[config.mk]
export PLATFORM = sky130hd
export DESIGN_NAME = alu_share_ctrl
export DESIGN_NICKNAME = d
export VERILOG_FILES = /design/src/rtl/alu_share_ctrl.sv
export SDC_FILE = /design/constraint.sdc
export NUM_CORES = 1
export LEC_CHECK = 0
export ABC_AREA = 1
export CAP_MARGIN = 20
export CORE_MARGIN = 10
export CORE_UTILIZATION = 40
export DETAILED_ROUTE_END_ITERATION = 10
export GPL_ROUTABILITY_DRIVEN = 0
export PLACE_DENSITY_LB_ADDON = 0.3
export SLEW_MARGIN = 20
export SYNTH_ARGS = -nofsm -noshare
export SYNTH_HDL_FRONTEND = slang
export SYNTH_SLANG_ARGS = --single-unit
[constraint.sdc]
create_clock -name CLK -period 2.92 [get_ports CLK]
set_input_delay 0.438 -clock CLK [delete_from_list [all_inputs] [get_ports CLK]]
set_output_delay 0.438 -clock CLK [all_outputs]
set_load 0.05 [all_outputs]
[src/rtl/alu_share_ctrl.sv]
// alu_share_ctrl: shares one 8-bit add/subtract ALU between two requesters.
// Round-robin arbitration picks a winner in IDLE. Its operands are latched onto
// the ALU and held for SETTLE_CYCLES. The result is then captured with status
// and returned over a valid/ready response channel.
//
// Ports:
//   CLK, RST                 clock, asynchronous active-high reset
//   REQx_VALID/READY         requester handshake (x = 0, 1)
//   REQx_A, REQx_B, REQx_OP  requester operands and opcode (000 add, 001 sub)
//   RSP_VALID/READY          response handshake
//   RSP_RES, RSP_ID          result and issuing requester index
//   RSP_ERR, RSP_ZERO        illegal-opcode flag, zero-result flag
//   ALU_A, ALU_B, ALU_OP     registered ALU inputs
//   ALU_RES                  combinational ALU result
module alu_share_ctrl #(
  parameter int unsigned SETTLE_CYCLES = 1
) (
  input  logic       CLK,
  input  logic       RST,
  input  logic       REQ0_VALID,
  output logic       REQ0_READY,
  input  logic [7:0] REQ0_A,
  input  logic [7:0] REQ0_B,
  input  logic [2:0] REQ0_OP,
  input  logic       REQ1_VALID,
  output logic       REQ1_READY,
  input  logic [7:0] REQ1_A,
  input  logic [7:0] REQ1_B,
  input  logic [2:0] REQ1_OP,
  output logic       RSP_VALID,
  input  logic       RSP_READY,
  output logic [7:0] RSP_RES,
  output logic       RSP_ID,
  output logic       RSP_ERR,
  output logic       RSP_ZERO,
  output logic [7:0] ALU_A,
  output logic [7:0] ALU_B,
  output logic [2:0] ALU_OP,
  input  logic [7:0] ALU_RES
);

  typedef enum logic [1:0] {IDLE, EXEC, RESP} state_t;

  localparam logic [3:0] CNT_LOAD = 4'(SETTLE_CYCLES - 1);

  state_t     state;
  logic       ptr;
  logic [3:0] cnt;
  logic       bad_op;

  logic       any_valid;
  logic       grant;
  logic       accept;
  logic [7:0] win_a;
  logic [7:0] win_b;
  logic [2:0] win_op;
  logic       win_legal;

  // Grant: a lone requester wins; on contention the pointer decides.
  always_comb begin
    any_valid = REQ0_VALID | REQ1_VALID;
    grant     = (REQ0_VALID && REQ1_VALID) ? ptr : REQ1_VALID;
    win_a     = grant ? REQ1_A  : REQ0_A;
    win_b     = grant ? REQ1_B  : REQ0_B;
    win_op    = grant ? REQ1_OP : REQ0_OP;
    win_legal = (win_op == 3'b000) || (win_op == 3'b001);
    accept    = (state == IDLE) && any_valid && !RST;
  end

  assign REQ0_READY = accept && !grant;
  assign REQ1_READY = accept && grant;

  always_ff @(posedge CLK or posedge RST) begin
    if (RST) begin
      state     <= IDLE;
      ptr       <= 1'b0;
      cnt       <= '0;
      bad_op    <= 1'b0;
      RSP_VALID <= 1'b0;
      RSP_RES   <= '0;
      RSP_ID    <= 1'b0;
      RSP_ERR   <= 1'b0;
      RSP_ZERO  <= 1'b0;
      ALU_A     <= '0;
      ALU_B     <= '0;
      ALU_OP    <= '0;
    end else begin
      case (state)
        IDLE: begin
          if (accept) begin
            ALU_A  <= win_a;
            ALU_B  <= win_b;
            ALU_OP <= win_op;
            RSP_ID <= grant;
            ptr    <= ~grant;
            bad_op <= ~win_legal;
            // Illegal ops pass through EXEC with a zero count so the response
            // appears one edge after accept, independent of the settle time.
            cnt    <= win_legal ? CNT_LOAD : '0;
            state  <= EXEC;
          end
        end
        EXEC: begin
          if (cnt == '0) begin
            if (bad_op) begin
              RSP_RES  <= '0;
              RSP_ERR  <= 1'b1;
              RSP_ZERO <= 1'b0;
            end else begin
              RSP_RES  <= ALU_RES;
              RSP_ERR  <= 1'b0;
              RSP_ZERO <= (ALU_RES == '0);
            end
            RSP_VALID <= 1'b1;
            state     <= RESP;
          end else begin
            cnt <= cnt - 1'b1;
          end
        end
        RESP: begin
          if (RSP_READY) begin
            RSP_VALID <= 1'b0;
            state     <= IDLE;
          end
        end
        default: state <= IDLE;
      endcase
    end
  end

endmodule

==> results by group, run 1 <==
Worst setup path
  • Reg2reg end: RSP_RES[4]
  • R2R depth: 6
  • Reg-to-reg startpoint: cnt[0]
  • Reg2reg setup slack: approximately 1.2 ns
  • Arr. time, crit path: ~1.8 ns
  • Crit end category: output pin
  • CP Data Required Time: roughly 2.5 ns
  • Worst setup startpoint: REQ1_VALID
  • Crit path kind: in2out
  • CP Launch Type: primary input
  • Crit path max fanout: 28

Worst hold path
  • Worst hold-check path type: reg2reg
  • Hold depth: 2
  • Worst min-delay path endpoint: RSP_ZERO
  • Worst min-delay path startpoint: RSP_ZERO

Clock network
  • TritonCTS clock tree: yes
  • H-tree depth: 2
  • Clk_lat worst skew: slightly below 0.3 ns
  • Clock sinks: 39
  • Root Driver: clkbuf_8
  • Hold buffers post-CTS: 0
  • Post-CTS setup buffer count: 0
  • CTS Buffer Depth: 2
  • Worst-path clk slew: 0.07 ns
  • Gates resized, CTS repair: 0
  • CTS Buf Count: 5

STA
  • Setup Skew: between 0.004 and 0.005 ns
  • Slew at the pin closest to its max-slew limit: roughly 0.53 ns
  • Worst rel slew slack: roughly 64%
  • Final period utilization: about three quarters
  • Final setup viols: 0
  • Hold Fails Final Rpt: 0
  • Crit path time final: around 2.2 ns
  • Final Max Tran Viols: 0
  • Max Clk Rate: ~0.45 GHz
  • Setup tns final: 0 ns
  • RSZ-0062 raised after global routing: false

Synth
  • Synth Instances: 215
  • Ys Warns: 0
  • Synth Register Bits: 39
  • Synth Net Count: about 270
  • Distinct cells, synth: 17
  • Mapped Area: between 1500 and 2000 sq um
  • Register area share after synthesis: a little under three fifths
  • Syn avg cell area: just over 8 sq um

Run
  • Max-cap violation count: 0

Cells and area
  • Layout cell share with drive strength beyond 1: under 10%
  • Final Non-Filler Cells: 355
  • Diode count: 0
  • Total Nets Final: about 360
  • Area delta synth->final: 56.36%
  • Finished Core Util: about 64%

Routing
  • Met3 routed WL: about 710 um
  • Detail Route Antenna Nets: 0
  • DR pass1 iterations: 4
  • Initial detailed-routing violation count: between 70 and 80
  • Drc violations: 0
  • Total Wirelength: approximately 5000 um
  • Met2 WL post-DR: around 2100 um
  • DR WL/cell: ~14 um
  • Routed via count: between 1500 and 2000
  • Max Used Layer: met4
  • Via density: 4.670
  • WL met1: around 2000 um

Pwr
  • Lkg Pwr: ~1.3 nW
  • Comb power frac: between 50 and 60%
  • Clk pwr share: ~12%
  • Internal power: 1.600 mW
  • Sw Pwr: about 1.6 mW
  • Pwr dens: between 1000 and 1500 nW/um^2
  • Sw Share: about half
  • Worst vdd ir: 0.5443 mV
  • Sequential fraction of design power: 29.8%

Global routing
  • Number of global-route vias before repair: around 1700
  • First-pass GRT wire length: 8321 um
  • Largest net degree at the start of global routing: 40
  • Grt total ovfl: 0
  • Initial antenna violation count: 0
  • Gr usage total: 13.68%

Placed design
  • DP Cell Count: roughly 350
  • Port bufs: slightly above 80
  • Final HPWL DP: 3737 um

Floorplanning
  • Row count: 24
  • Boundary Pins: 84
  • Die X-Extent: 86.34 um
  • Initial Util: 41.00%
  • Core Box Area: ~4300 sq um
  • Full die area: ~7500 sq um
  • Die H: about 86 um

Outcome
  • Status: finished, final reports clean
state kept, by name, indices dropped and copies added (netlist names), 2 cells and up:
register and count:
cnt 4, ALU_OP 3, ALU_A 8, ALU_B 8, RSP_RES 8, state 2
kinds of logic (layout without fill, tap and decap cells):
family | count (synthesis) | after routing | share of synthesized area [%]
buffers and inverters | 24 | 112 | 5.970
and+or+nand+nor | 139 | 139 | 33.83
adders and majority gates | 2 | 2 | 1.421
DFF | 39 | 39 | 55.44
AOI/OAI and AO/OA | 10 | 10 | 2.842
xor gates and xnor gates | 1 | 1 | 0.4976
worst max-delay path by stage:
stage                 endpoint  slack, ns
finish              REQ1_READY       0.70
global route        REQ1_READY       0.58
CTS                 REQ1_READY       0.68
detailed placement  REQ1_READY       0.68
global placement    REQ0_READY       0.71
floorplan           REQ0_READY       0.46
synthesized netlist by cell type:
cell     instances  area [sq um]
nor2_4           2         22.52
nand4_1          2         12.51
buf_6            1         11.26
nor2_2           2         12.51
nor2_1          10         37.54
nand3_1         27         135.1
nand2_1         94         352.8
buf_2            3         15.01
inv_1           19         71.32
xor2_1           1         8.760
a21oi_1          1         5.000
nor3_1           1         5.000
nand3_4          1         17.52
ha_1             2         25.02
o21ai_0          9         45.04
buf_4            1         7.510
dfrtp_1         39         975.9
layout by cell type (no fill, tap or decap):
cell and n:
o21ai_0 9, clkinv_2 1, nor3_1 1, clkdlybuf4s50_1 81, dfrtp_1 39, nor2_2 2
ha_1 2, nor2_1 10, a21oi_1 1, inv_1 18, buf_4 3, nand3_4 1
buf_12 2, nand4_1 2, xor2_1 1, clkbuf_8 6, nor2_4 2, nand2_1 94
nand3_1 27, clkinv_1 1
through the flow:
step | total power, mW | setup WS (ns) | hold WS (ns) | cell area [sq um]
finish | 3.152 | 0.7005 | 0.4849 | 2753
global route | 3.383 | 0.5835 | 0.5202 | 2753
CTS | 3.194 | 0.6803 | 0.4909 | 2753
detailed placement | 2.813 | 0.6841 | 0.4688 | 2665
global placement | 2.784 | 0.7069 | 0.4610 | 2665
floorplan | 2.169 | 0.4551 | 0.4708 | 1760
final cells by class:
class / count / area [sq um]
fill: 383 / 1541
inverter: 19 / 71.32
clock inverter: 1 / 5.005
sequential: 39 / 975.9
tap: 52 / 65.06
timing repair buffer: 86 / 873.3
multi-input combinational: 152 / 679.4
clock buffer: 6 / 82.58
power groups by stage:
stage / Clock, mW / Combinational [mW] / Sequential (mW)
after global routing: 0.401 / 2.00 / 0.978
final: 0.366 / 1.85 / 0.941
after global placement: 0 / 1.84 / 0.941
after detailed placement: 0 / 1.87 / 0.947
after CTS: 0.380 / 1.87 / 0.942
after floorplan: 0 / 0.542 / 1.63
per-layer routing:
metal  vias up  GRT usage, %
met5         -             0
met4         0         4.418
met3         6         9.568
met2        65         19.87
met1       745         15.59
li1        842             -
worst max-delay path, stage by stage:
cell and delay (ns):
clkdlybuf4s50_1 0.51, inv_1 0.06, nand2_1 0.09, nand3_4 0.29, nor2_4 0.23, buf_12 0.15
Note: power is estimated with default switching activity, not from simulation.
==> run 2, diff against run 1 <==
==> constraint.sdc (replaced) <==
create_clock -name CLK -period 2.19 [get_ports CLK]
set_input_delay 0.3285 -clock CLK [delete_from_list [all_inputs] [get_ports CLK]]
set_output_delay 0.3285 -clock CLK [all_outputs]
set_load 0.05 [all_outputs]
==> run 2 against run 1 <==
  * Design area increased by 1.8%
  * Critical path depth unchanged
  * Cell count increased by 0.85%
  * Via count increased by 0.84%
  * Non-clock buffer count increased by 2
  * Clock skew increased by 0.0017 ns
  * Total power increased by 38%
  * Setup slack got worse by 0.40 ns
  * First-iteration DRC count increased by 72%
  * Count of clock-buffer cells in the layout unchanged
  * Critical path type unchanged
  * Flip-flop and latch count unchanged
  * Largest cell class unchanged
  * Core utilization increased by 1.1 points
==> results by group, run 2 (synthesis gave the netlist of run 1 again) <==
Global routing
  • Initial antenna violation count: 0
  • Largest net degree at the start of global routing: 40
  • Grt total ovfl: 0
  • Gr usage total: between 10% and 20%
  • Number of global-route vias before repair: 1797
  • First-pass GRT wire length: between 8000 and 9000 um

Cells and area
  • Most common cell after layout, fill and taps aside: nand2_1
  • Top flop regs: ALU_A: 8 flops, ALU_B: 8 flops, RSP_RES: 8 flops
  • Finished Core Util: approximately two thirds
  • Final Non-Filler Cells: around 360
  • Most frequent cells in the layout: nand2_1, clkdlybuf4s50_1, dfrtp_1
  • Diode count: 0
  • Finished Cell Area: about 2800 sq um
  • Layout cell share with drive strength beyond 1: under 10%
  • Area delta synth->final: 59.13%
  • Total Nets Final: 358

Floorplanning
  • Boundary Pins: 84
  • Initial Util: 41.00%
  • Full die area: 7455 sq um
  • Row count: 24
  • Die X-Extent: about 86 um
  • Core Box Area: approximately 4300 sq um
  • Die H: about 86 um

Routing
  • Detail Route Antenna Nets: 0
  • Routed via count: 1672
  • Drc violations: 0
  • DR WL/cell: roughly 14 um
  • Total Wirelength: approximately 4900 um
  • DR pass1 iterations: 4
  • Initial detailed-routing violation count: 131
  • Via density: 4.670

STA
  • Crit path time final: about 1.9 ns
  • Final setup margin: 0.3045 ns
  • Hold Fails Final Rpt: 0
  • Max Clk Rate: about 0.53 GHz
  • Slew at the pin closest to its max-slew limit: ~0.53 ns
  • Final period utilization: roughly 86%
  • Setup Skew: between 0.006 and 0.007 ns
  • Final setup viols: 0
  • RSZ-0062 raised after global routing: false
  • Worst rel slew slack: around 64%
  • Setup tns final: 0 ns
  • Final Max Tran Viols: 0
  • Hold_ws: roughly 0.48 ns

Placed design
  • DP Cell Count: 350
  • Place WS: 0.3059 ns
  • Port bufs: 83
  • Post-Place Cell Area: roughly 2700 sq um
  • Final HPWL DP: approximately 3800 um

Pwr
  • Sw Pwr: approximately 2.1 mW
  • Pwr dens: about 1600 nW/um^2
  • Internal power: between 2 and 2.5 mW
  • Worst vdd ir: around 0.80 mV
  • Comb power frac: 57.3%
  • Clk pwr share: approximately 14%
  • Sequential fraction of design power: approximately 29%
  • Overall power: between 4 and 5 mW
  • Lkg Pwr: between 1 and 1.5 nW
  • Sw Share: between 40% and 50%

Worst setup path
  • Worst setup startpoint: REQ1_VALID
  • Crit end category: output pin
  • Arr. time, crit path: 1.56 ns
  • Crit path kind: in2out
  • Reg2reg setup slack: roughly 0.72 ns
  • CP Launch Type: primary input
  • CP Data Required Time: 1.86 ns
  • Crit path max fanout: 14
  • R2R depth: 6
  • Reg-to-reg startpoint: state[1]
  • Reg2reg end: ALU_B[2]
  • Crit path to: REQ0_READY

Outcome
  • Status: finished, final reports clean

Clock network
  • Clk_lat worst skew: approximately 0.29 ns
  • Clock sinks: 39
  • H-tree depth: 2
  • CTS Buffer Depth: 2
  • TritonCTS clock tree: yes
  • Post-CTS setup buffer count: 0
  • Root Driver: clkbuf_8
  • CTS Buf Count: 5
  • Gates resized, CTS repair: 0
  • Worst-path clk slew: 0.07 ns
  • Hold buffers post-CTS: 0

Worst hold path
  • Hold depth: 2
  • Worst hold-check path type: reg2reg

Run
  • Max-cap violation count: 0
==> run 2: changes by cell type in the layout (fill, tap and decap cells not counted) <==
cell,before,now
buf_4,3,5
bufinv_16,0,1
clkinv_1,1,0
clkinvlp_4,0,1
==> run 2: worst max-delay path, cell delays in order <==
cell and delay, ns:
clkdlybuf4s50_1 0.53, inv_1 0.05, nand2_1 0.10, nand3_4 0.18, nor2_4 0.20, buf_12 0.16
==> run 2: worst min-delay path by stage <==
stage	from	to	slack [ns]
2_1_floorplan	RST	ALU_A[0]	0.32
3_3_place_gp	RSP_RES[2]	RSP_RES[2]	0.46
3_5_place_dp	RSP_ZERO	RSP_ZERO	0.47
4_1_cts	RSP_RES[2]	RSP_RES[2]	0.49
5_1_grt	RSP_ZERO	RSP_ZERO	0.52
6_report	RSP_RES[2]	RSP_RES[2]	0.48
==> run 2: routing by layer <==
metal / up-vias / part of all wire [%] / wire [um] / track usage, %
li1: 851 / - / - / -
met1: 743 / 43 / 2099 / 15.93
met2: 72 / 43 / 2115 / 21.01
met3: 6 / 13 / 665 / 9.099
met4: 0 / 1.0 / 50 / 3.682
met5: - / 0 / 0 / 0
==> run 2: power by group through the flow <==
stage                     logic [mW]  registers, mW  clock network (mW)
after floorplan                0.723           2.17                   0
after global placement          2.49           1.25                   0
after detailed placement        2.52           1.26                   0
after CTS                       2.54           1.25               0.634
after global routing            2.72           1.30               0.669
final                           2.50           1.25               0.615
==> run 2: cell type report <==
| type | count | area [sq um] |
|---|---|---|
| well taps | 52 | 65.06 |
| clock buffers | 6 | 82.58 |
| clock inverters | 2 | 35.03 |
| inverters | 19 | 75.07 |
| flip-flops and latches | 39 | 975.9 |
| repair buffers | 88 | 888.4 |
| fillers | 377 | 1493 |
| multi-input cells | 152 | 679.4 |
==> run 3, diff against run 2 <==
--- a/config.mk
+++ b/config.mk
@@ -11,6 +11,7 @@
 export CORE_UTILIZATION = 40
 export DETAILED_ROUTE_END_ITERATION = 10
 export GPL_ROUTABILITY_DRIVEN = 0
+export HOLD_SLACK_MARGIN = 0.12
 export PLACE_DENSITY_LB_ADDON = 0.3
 export SLEW_MARGIN = 20
 export SYNTH_ARGS = -nofsm -noshare
==> results of run 3 <==
No change in the layout: final DEF, timing and power equal those of run 2.
